===== config.mk =====
export PLATFORM = sky130hd
export DESIGN_NAME = delay_engine
export DESIGN_NICKNAME = d
export VERILOG_FILES = /design/src/rtl/delay_engine.sv
export SDC_FILE = /design/constraint.sdc
export NUM_CORES = 1
export LEC_CHECK = 0
export CAP_MARGIN = 20
export CORE_MARGIN = 10
export CORE_UTILIZATION = 63
export DETAILED_ROUTE_END_ITERATION = 10
export PLACE_DENSITY = 0.83
export SYNTH_ARGS = -nofsm -noshare
export SYNTH_HDL_FRONTEND = slang
export SYNTH_SLANG_ARGS = --single-unit

===== constraint.sdc =====
create_clock -name clk -period 8.2 [get_ports clk]
set_clock_uncertainty 0.15 [all_clocks]
set_input_delay 2.46 -clock clk [delete_from_list [all_inputs] [get_ports clk]]
set_output_delay 2.46 -clock clk [all_outputs]
set_load 0.005 [all_outputs]

===== src/rtl/delay_engine.sv =====
// delay_engine: per-sample sequencer for the delay pedal.
// One accepted step runs a frame: ADC capture, delayed-sample RAM read, wet/dry/feedback
// mix, RAM write-back, DAC write and write-pointer advance. Handshakes use 1-cycle req/done pulses.
module delay_engine #(
  parameter int          SAMPLE_W = 16,
  parameter int          GAIN_W   = 8,
  parameter int          DEPTH    = 65536,
  parameter logic [23:0] RAM_BASE = 24'h0
) (
  input  logic                clk,
  input  logic                nrst,
  input  logic                step,
  input  logic [23:0]         delay_len,
  input  logic [GAIN_W-1:0]   fb_gain,
  input  logic [GAIN_W-1:0]   mix_gain,
  input  logic                bypass,
  output logic                adc_req,
  input  logic                adc_done,
  input  logic [SAMPLE_W-1:0] adc_data,
  output logic                ram_req,
  output logic                ram_we,
  output logic [23:0]         ram_addr,
  output logic [SAMPLE_W-1:0] ram_wdata,
  input  logic                ram_done,
  input  logic [SAMPLE_W-1:0] ram_rdata,
  output logic                dac_req,
  output logic [SAMPLE_W-1:0] dac_data,
  input  logic                dac_done,
  output logic                busy,
  output logic                overrun
);

  localparam int                   PW      = SAMPLE_W + GAIN_W + 2;
  localparam logic [23:0]          BYTES   = 24'(SAMPLE_W / 8);
  localparam logic [23:0]          DEPTH_V = 24'(DEPTH);
  localparam logic [23:0]          DMAX    = 24'(DEPTH - 1);
  localparam logic [SAMPLE_W-1:0]  MSB     = {1'b1, {(SAMPLE_W-1){1'b0}}};
  localparam logic signed [PW-1:0] UNITY   = {{(PW-GAIN_W-1){1'b0}}, 1'b1, {GAIN_W{1'b0}}};

  typedef enum logic [2:0] {
    S_IDLE = 3'd0, S_ADC = 3'd1, S_RD = 3'd2, S_MIX = 3'd3,
    S_WR   = 3'd4, S_DAC = 3'd5, S_ADV = 3'd6
  } state_t;

  // Saturate a wide signed value into the sample range.
  function automatic logic [SAMPLE_W-1:0] sat_f(input logic signed [PW-1:0] v);
    logic [PW-SAMPLE_W:0] hi;
    hi = v[PW-1:SAMPLE_W-1];
    if ((hi == {(PW-SAMPLE_W+1){1'b0}}) || (hi == {(PW-SAMPLE_W+1){1'b1}})) begin
      sat_f = v[SAMPLE_W-1:0];
    end else if (v[PW-1]) begin
      sat_f = MSB;
    end else begin
      sat_f = ~MSB;
    end
  endfunction

  // Clamp the requested delay into the usable buffer range [1, DEPTH-1].
  function automatic logic [23:0] clamp_f(input logic [23:0] len);
    if (len == 24'd0) begin
      clamp_f = 24'd1;
    end else if (len > DMAX) begin
      clamp_f = DMAX;
    end else begin
      clamp_f = len;
    end
  endfunction

  state_t              state_q, state_d;
  logic [23:0]         w_ptr_q, w_ptr_d, d_q, d_d;
  logic [GAIN_W-1:0]   fb_q, fb_d, mix_q, mix_d;
  logic                byp_q, byp_d;
  logic [SAMPLE_W-1:0] dry_q, dry_d, wet_q, wet_d, out_q, out_d;
  logic                adc_req_q, adc_req_d, ram_req_q, ram_req_d, ram_we_q, ram_we_d;
  logic [23:0]         ram_addr_q, ram_addr_d;
  logic [SAMPLE_W-1:0] ram_wdata_q, ram_wdata_d, dac_data_q, dac_data_d;
  logic                dac_req_q, dac_req_d, busy_q, busy_d, overrun_q, overrun_d;

  logic [23:0]         rd_ptr_s;
  logic signed [PW-1:0] dry_e_s, wet_e_s, mix_e_s, fb_e_s, inv_e_s;
  logic signed [PW-1:0] mix_acc_s, mix_sh_s, fb_prod_s, fbk_sum_s;

  // Read pointer trails the write pointer by the latched delay, wrapping without underflow.
  always_comb begin
    rd_ptr_s = 24'd0;
    if (w_ptr_q < d_q) begin
      rd_ptr_s = w_ptr_q + DEPTH_V - d_q;
    end else begin
      rd_ptr_s = w_ptr_q - d_q;
    end
  end

  // Signed mix arithmetic on the captured dry/wet samples and latched gains.
  always_comb begin
    dry_e_s   = {{(PW-SAMPLE_W){dry_q[SAMPLE_W-1]}}, dry_q};
    wet_e_s   = {{(PW-SAMPLE_W){wet_q[SAMPLE_W-1]}}, wet_q};
    mix_e_s   = {{(PW-GAIN_W){1'b0}}, mix_q};
    fb_e_s    = {{(PW-GAIN_W){1'b0}}, fb_q};
    inv_e_s   = UNITY - mix_e_s;
    mix_acc_s = (dry_e_s * inv_e_s) + (wet_e_s * mix_e_s);
    mix_sh_s  = mix_acc_s >>> GAIN_W;
    fb_prod_s = wet_e_s * fb_e_s;
    fbk_sum_s = dry_e_s + (fb_prod_s >>> GAIN_W);
  end

  // Frame sequencer next-state and registered-output computation.
  always_comb begin
    state_d     = state_q;
    w_ptr_d     = w_ptr_q;
    d_d         = d_q;
    fb_d        = fb_q;
    mix_d       = mix_q;
    byp_d       = byp_q;
    dry_d       = dry_q;
    wet_d       = wet_q;
    out_d       = out_q;
    adc_req_d   = 1'b0;
    ram_req_d   = 1'b0;
    dac_req_d   = 1'b0;
    ram_we_d    = ram_we_q;
    ram_addr_d  = ram_addr_q;
    ram_wdata_d = ram_wdata_q;
    dac_data_d  = dac_data_q;
    if (step && (state_q != S_IDLE)) begin
      overrun_d = 1'b1;
    end else begin
      overrun_d = overrun_q;
    end
    case (state_q)
      S_IDLE: begin
        if (step) begin
          state_d   = S_ADC;
          adc_req_d = 1'b1;
          d_d       = clamp_f(delay_len);
          fb_d      = fb_gain;
          mix_d     = mix_gain;
          byp_d     = bypass;
        end else begin
          state_d = S_IDLE;
        end
      end
      S_ADC: begin
        if (adc_done) begin
          dry_d      = adc_data ^ MSB;
          state_d    = S_RD;
          ram_req_d  = 1'b1;
          ram_we_d   = 1'b0;
          ram_addr_d = RAM_BASE + (BYTES * rd_ptr_s);
        end else begin
          state_d = S_ADC;
        end
      end
      S_RD: begin
        if (ram_done) begin
          wet_d   = ram_rdata;
          state_d = S_MIX;
        end else begin
          state_d = S_RD;
        end
      end
      S_MIX: begin
        out_d       = sat_f(mix_sh_s);
        ram_wdata_d = sat_f(fbk_sum_s);
        state_d     = S_WR;
        ram_req_d   = 1'b1;
        ram_we_d    = 1'b1;
        ram_addr_d  = RAM_BASE + (BYTES * w_ptr_q);
      end
      S_WR: begin
        if (ram_done) begin
          state_d    = S_DAC;
          dac_req_d  = 1'b1;
          dac_data_d = (byp_q ? dry_q : out_q) ^ MSB;
        end else begin
          state_d = S_WR;
        end
      end
      S_DAC: begin
        if (dac_done) begin
          state_d = S_ADV;
        end else begin
          state_d = S_DAC;
        end
      end
      S_ADV: begin
        w_ptr_d = (w_ptr_q == DMAX) ? 24'd0 : (w_ptr_q + 24'd1);
        state_d = S_IDLE;
      end
      default: begin
        state_d = S_IDLE;
      end
    endcase
    busy_d = (state_d != S_IDLE);
  end

  // State and output registers with synchronous active-low reset.
  always_ff @(posedge clk) begin
    if (!nrst) begin
      state_q     <= S_IDLE;
      w_ptr_q     <= 24'd0;
      d_q         <= 24'd1;
      fb_q        <= {GAIN_W{1'b0}};
      mix_q       <= {GAIN_W{1'b0}};
      byp_q       <= 1'b0;
      dry_q       <= {SAMPLE_W{1'b0}};
      wet_q       <= {SAMPLE_W{1'b0}};
      out_q       <= {SAMPLE_W{1'b0}};
      adc_req_q   <= 1'b0;
      ram_req_q   <= 1'b0;
      ram_we_q    <= 1'b0;
      ram_addr_q  <= 24'd0;
      ram_wdata_q <= {SAMPLE_W{1'b0}};
      dac_req_q   <= 1'b0;
      dac_data_q  <= {SAMPLE_W{1'b0}};
      busy_q      <= 1'b0;
      overrun_q   <= 1'b0;
    end else begin
      state_q     <= state_d;
      w_ptr_q     <= w_ptr_d;
      d_q         <= d_d;
      fb_q        <= fb_d;
      mix_q       <= mix_d;
      byp_q       <= byp_d;
      dry_q       <= dry_d;
      wet_q       <= wet_d;
      out_q       <= out_d;
      adc_req_q   <= adc_req_d;
      ram_req_q   <= ram_req_d;
      ram_we_q    <= ram_we_d;
      ram_addr_q  <= ram_addr_d;
      ram_wdata_q <= ram_wdata_d;
      dac_req_q   <= dac_req_d;
      dac_data_q  <= dac_data_d;
      busy_q      <= busy_d;
      overrun_q   <= overrun_d;
    end
  end

  assign adc_req   = adc_req_q;
  assign ram_req   = ram_req_q;
  assign ram_we    = ram_we_q;
  assign ram_addr  = ram_addr_q;
  assign ram_wdata = ram_wdata_q;
  assign dac_req   = dac_req_q;
  assign dac_data  = dac_data_q;
  assign busy      = busy_q;
  assign overrun   = overrun_q;

endmodule


# == Yosys cells after proc, flatten, opt, wreduce, memory -nomap -nowiden ==
# Cells that the tools add are included.
# W data, S select, Z words.
# classes
n_addsub,7
n_mul,3
order_cmp,2
n_eq_ne,10
mux,23
n_bitwise,2
reduce_logical,17
# ops
operator,count
$mux W24,4
$mux W16,5
$mul A16 B9 Y25,2
$pmux W24 S2,1
$sub A23 B23 Y23,2
$add A26 B25 Y26,1
$mul A16 B10 Y26,1
$add A24 B1 Y24 const B,1
$eq A24 B16 Y1 const B,1
$gt A24 B16 Y1 const B,1
$logic_not A24 Y1,1
$lt A24 B24 Y1,1
$add A23 B17 Y23 const B,1
$mux W23,1
$eq A11 B11 Y1 const B,2
$logic_not A11 Y1,2
$add A16 B17 Y18,1
$pmux W3 S6,1
$reduce_and A2 Y1,7
$sub A9 B8 Y10 const A,1
$eq A3 B3 Y1 const B,3
$mux W1,7
$eq A3 B2 Y1 const B,2
$reduce_bool A3 Y1,2
other kinds (9),13
# totals
regBits,178
in_bits,79
output_inout_bits,62
wordCells,82

# == Depth between registers and ports, before layout ==
# logic_depth
word_depth,6
ltp_mapped,35
ltp_nobuf,33

# == Worst setup path before layout ==
# OpenSTA, ideal clock, no wires.
# synth_timing
path_kind,register to register
from,register mix_q[1]
to,register out_q[10]
setup_ns,0.136
arrival_ns,7.303
required_ns,7.914
path_slack_ns,0.611
stages_incl_launch_ff,31
path_buffers,4
period_less_slack_ns,7.589
path_cell_list,dfxtp_1 clkbuf_1 clkbuf_1 inv_1 ha_1 inv_1 or3_1 xor2_1 clkbuf_1 and2_1 fa_1 inv_1 fa_1 fa_1 inv_1 fa_1 fa_1 inv_1 fa_1 inv_1 ha_1 or3_1 nor3_4 o211ai_2 a41o_1 a221o_1 xnor2_4 o21ai_2 buf_6 a211oi_2 nor3_2
# synth_via
elab_chain_cells,6
word_cells_on_any_way,9
cone_classes,2 x add/sub; 2 x mul; 1 x eq/ne; 2 x mux; 2 x reduce/logical
# synth_lines
element,line_no,rtl
start: declaration,71,"logic [GAIN_W-1:0] fb_q, fb_d, mix_q, mix_d;"
start signal: assignment,203,mix_q <= {GAIN_W{1'b0}};
start signal: assignment,222,mix_q <= mix_d;
$sub A9 B8 Y10,99,inv_e_s = UNITY - mix_e_s;
$mul A16 B10 Y26,100,mix_acc_s = (dry_e_s * inv_e_s) + (wet_e_s * mix_e_s);
$add A26 B25 Y26 (*),100,
$eq A11 B11 Y1 / $logic_not A11 Y1 (equally long branches),49,if ((hi == {(PW-SAMPLE_W+1){1'b0}}) || (hi == {(PW-SAMPLE_W+1){1'b1}})) begin
$logic_or A1 B1 Y1,49,
$mux W16 (*),49,
end signal: assignment,207,out_q <= {SAMPLE_W{1'b0}};
end signal: assignment,226,out_q <= out_d;
end: declaration,73,"logic [SAMPLE_W-1:0] dry_q, dry_d, wet_q, wet_d, out_q, out_d;"
# Every way passes the cells marked *; elsewhere a longest branch is shown, timed or not.
# A chain may end at the register's enable or synchronous reset.

# == Worst setup path in the final report ==
# layout_timing
from,register mix_q[2]
to,register out_q[1]
# Same word-level chain as after synthesis.

==> impl_metrics.env <==
export IMPL_clock_sinks=177
export IMPL_clock_latency_ns=0.47
export IMPL_antenna_found_initial=0
export IMPL_reg2reg_depth=27
export IMPL_end_kind="flip-flop"
export IMPL_synth_edf_count=0
export IMPL_setup_slack_ns=0.188
export IMPL_design_area_sq_um=27600
export IMPL_fmax_ghz=0.125
export IMPL_netlist_area_leader_share=0.313
export IMPL_dp_slack_ns=-0.146
export IMPL_path_clk_slew_ns=0.07
export IMPL_dpl_instance_area_sq_um=26800
export IMPL_wl_um=67000
export IMPL_track_usage=0.286
export IMPL_tritoncts="built"
export IMPL_syn_area_per_cell_sq_um=8.50
export IMPL_hold_path_class="reg2reg"
export IMPL_coreArea_sq_um=38900
export IMPL_yosysUniqueCellTypes=75
export IMPL_cp_required_ns=8.41
export IMPL_route_detailed_drc=0
export IMPL_outcome="completed"
export IMPL_ant_nets=0
export IMPL_grt_pass1_vias=21081
export IMPL_setup_viol_count_final=0
export IMPL_vdd_drop_max_mv=0.157
export IMPL_dr_pass1_iters=6
export IMPL_grt_overflow_total=0
export IMPL_grt_first_pass_wirelength_um=110000
export IMPL_ys_async_sr_fraction=0
export IMPL_place_gp_congestion=0.944
export IMPL_row_count=72
export IMPL_routedWlPerCell_um=18.9
export IMPL_yosys_top_cells_area="fa_1, dfxtp_1, ha_1, inv_1, and2_1"
export IMPL_vias=20026
export IMPL_yosysSeqAreaShare=0.142
export IMPL_cts_root_buf="clkbuf_16"
export IMPL_synth_largest_area_cell="fa_1"
export IMPL_report_final_slew_viol_count=0
export IMPL_port_buffers=139
export IMPL_htree_num_levels=4
export IMPL_ys_warn_count=0
export IMPL_drive_above_1_share=0.0520
export IMPL_cap_violations=0
export IMPL_synthFlopType="dfxtp_1"
export IMPL_cts_made_buffers=17
export IMPL_leakage_nw=13.0
export IMPL_min_path_cells=2
export IMPL_drt_vias_per_instance=5.66
export IMPL_period_minus_slack_ns=8.01
export IMPL_relSlewSlack=0.223
export IMPL_fin_tns_setup_ns=0
export IMPL_final_hold_violation_count=0
export IMPL_antennaDiodeCount=0
export IMPL_worstPathMaxFanout=8
export IMPL_timing_worst_setup_path_type="reg2reg"
export IMPL_grt_start_max_net_pins=87
export IMPL_area_growth_pct=10.8
export IMPL_worstSetupStartpointType="flip-flop"
export IMPL_period_share=0.977
export IMPL_drtIter0Drc=1824
export IMPL_dpl_hpwl_um=53600
export IMPL_power_density_nw_per_um2=101
export IMPL_ys_ff_latch=177
export IMPL_utilization=0.709
export IMPL_power_mw=2.78
export IMPL_nets=3678
export IMPL_die_area_sq_um=47900
export IMPL_io_pins=141
export IMPL_clock_path_buffers=2
export IMPL_max_slew_worst_pin_slew_ns=1.16
export IMPL_start_util=0.640
export IMPL_syn_num_nets=3602
export IMPL_die_h_um=219
export IMPL_die_x_um=219
export IMPL_syn_inst=2930
export IMPL_synthesis_area_sq_um=24900
export IMPL_crit_arrival_ns=8.22
[cell usage after synthesis, drive strengths merged, types with 8 or more instances]
library cell and n:
xor2 38, a31oi 11, or3 16, fa 390
inv 636, o22ai 11, a22oi 16, nand2b 9
and2 241, o21a 11, o21ai 54, nor2 133
nor3 54, a221o 16, xnor2 86, nand4 13
o211ai 8, mux2i 20, nand3 25, o21bai 11
clkbuf 115, a211oi 37, a21oi 134, nand2 340
buf 15, nor4 12, a21o 16, dfxtp 177
ha 203, nor2b 15
[routing by layer]
metal,wire length [um],vias to the layer above,track usage,part of all wire
met5,0,-,0,0
met4,1470,0,0.0701,0.022
met3,6010,125,0.0732,0.090
met2,31600,820,0.466,0.47
met1,27900,9896,0.376,0.42
li1,-,9185,-,-
[state kept, by name (all words and copies together) (netlist names)]
signal	count
d_q	24
w_ptr_q	24
ram_addr	23
dac_data	16
dry_q	16
out_q	16
ram_wdata	16
wet_q	16
fb_q	8
mix_q	8
state_q	3
adc_req	1
busy	1
byp_q	1
dac_req	1
overrun	1
ram_req	1
ram_we	1
[cell type report]
type | instances | area [sq um]
Clock inverter | 13 | 141
Multi-Input combinational cell | 1988 | 18700
Fill cell | 2889 | 11300
Clock buffer | 19 | 443
Inverter | 636 | 2390
Sequential cell | 177 | 3570
Tap cell | 518 | 648
Timing Repair Buffer | 186 | 1750
[repair_timing]
item,CTS,global route
setup buffers,0,5
cloned,0,2
resized for setup,6,40
pin swaps,0,6
hold endpoints to repair,0,0
setup endpoints to repair,29,32
hold buffers,0,0
[logic make-up (layout without fill, tap and decap cells)]
logic type      Yosys count  in the layout  synth area share
fa+ha+maj               593            593             0.415
simple gates            879            879             0.173
other cells               1              1          0.000151
buf+inv                 766            854             0.117
mux                      20             20           0.00803
xor+xnor                124            124            0.0443
flops                   177            177             0.142
compound gates          370            371             0.101
[worst paths after layout]
check             endpoint     start  slack, ns
setup / recovery  out_q[1]  mix_q[2]       0.19
hold / removal     d_q[22]   d_q[22]       0.30
setup reg to reg  out_q[1]  mix_q[2]       0.19
hold reg to reg    d_q[22]   d_q[22]       0.30
[stage by stage]
step / hold slack [ns] / std cells
after floorplan: 0.275 / 2930
after global placement: 0.284 / 3497
after detailed placement: 0.291 / 3498
after CTS: 0.302 / 3530
after global routing: 0.326 / 3537
final: 0.300 / 3537
[layout by cell type, fill, tap and decap left out, types with 11 or more instances in the layout]
cell type / count
o22ai_1: 11
clkdlybuf4s50_1: 139
o21a_1: 11
xor2_1: 37
nor3_1: 43
a211oi_1: 23
a21o_1: 16
and2_1: 241
nor4_1: 11
clkbuf_16: 17
a21oi_1: 127
a211oi_2: 13
fa_1: 389
o21ai_0: 44
ha_1: 202
nor2b_1: 15
xnor2_1: 79
mux2i_1: 20
o21bai_1: 11
nand4_1: 13
nand2_1: 340
nand3_1: 25
a221o_1: 16
dfxtp_1: 167
buf_4: 45
a22oi_1: 16
inv_1: 634
or3_1: 16
nor2_1: 131
[critical path, cell delays in order (launching register included)]
cell	delay, ns
dfxtp_2	0.37
or3_1	0.40
or2_2	0.33
nor2_2	0.13
xnor2_2	0.15
buf_4	0.22
and2_1	0.18
fa_1	0.54
inv_1	0.05
fa_1	0.48
inv_1	0.06
fa_1	0.53
fa_1	0.47
fa_1	0.55
inv_1	0.05
fa_1	0.56
inv_1	0.05
ha_1	0.22
or3_1	0.40
nor3_4	0.24
o211ai_2	0.15
a41o_1	0.26
a221o_1	0.39
xnor2_4	0.31
buf_4	0.18
a21boi_1	0.18
o22a_1	0.23
o21ai_1	0.07
[where the power goes]
part	total [mW]	internal [mW]	switching, mW
sequential	0.959	0.893	0.0653
combinational	0.979	0.378	0.601
clock	0.837	0.438	0.400
total	2.78	1.71	1.07
Power figures use the tool's default switching activity.
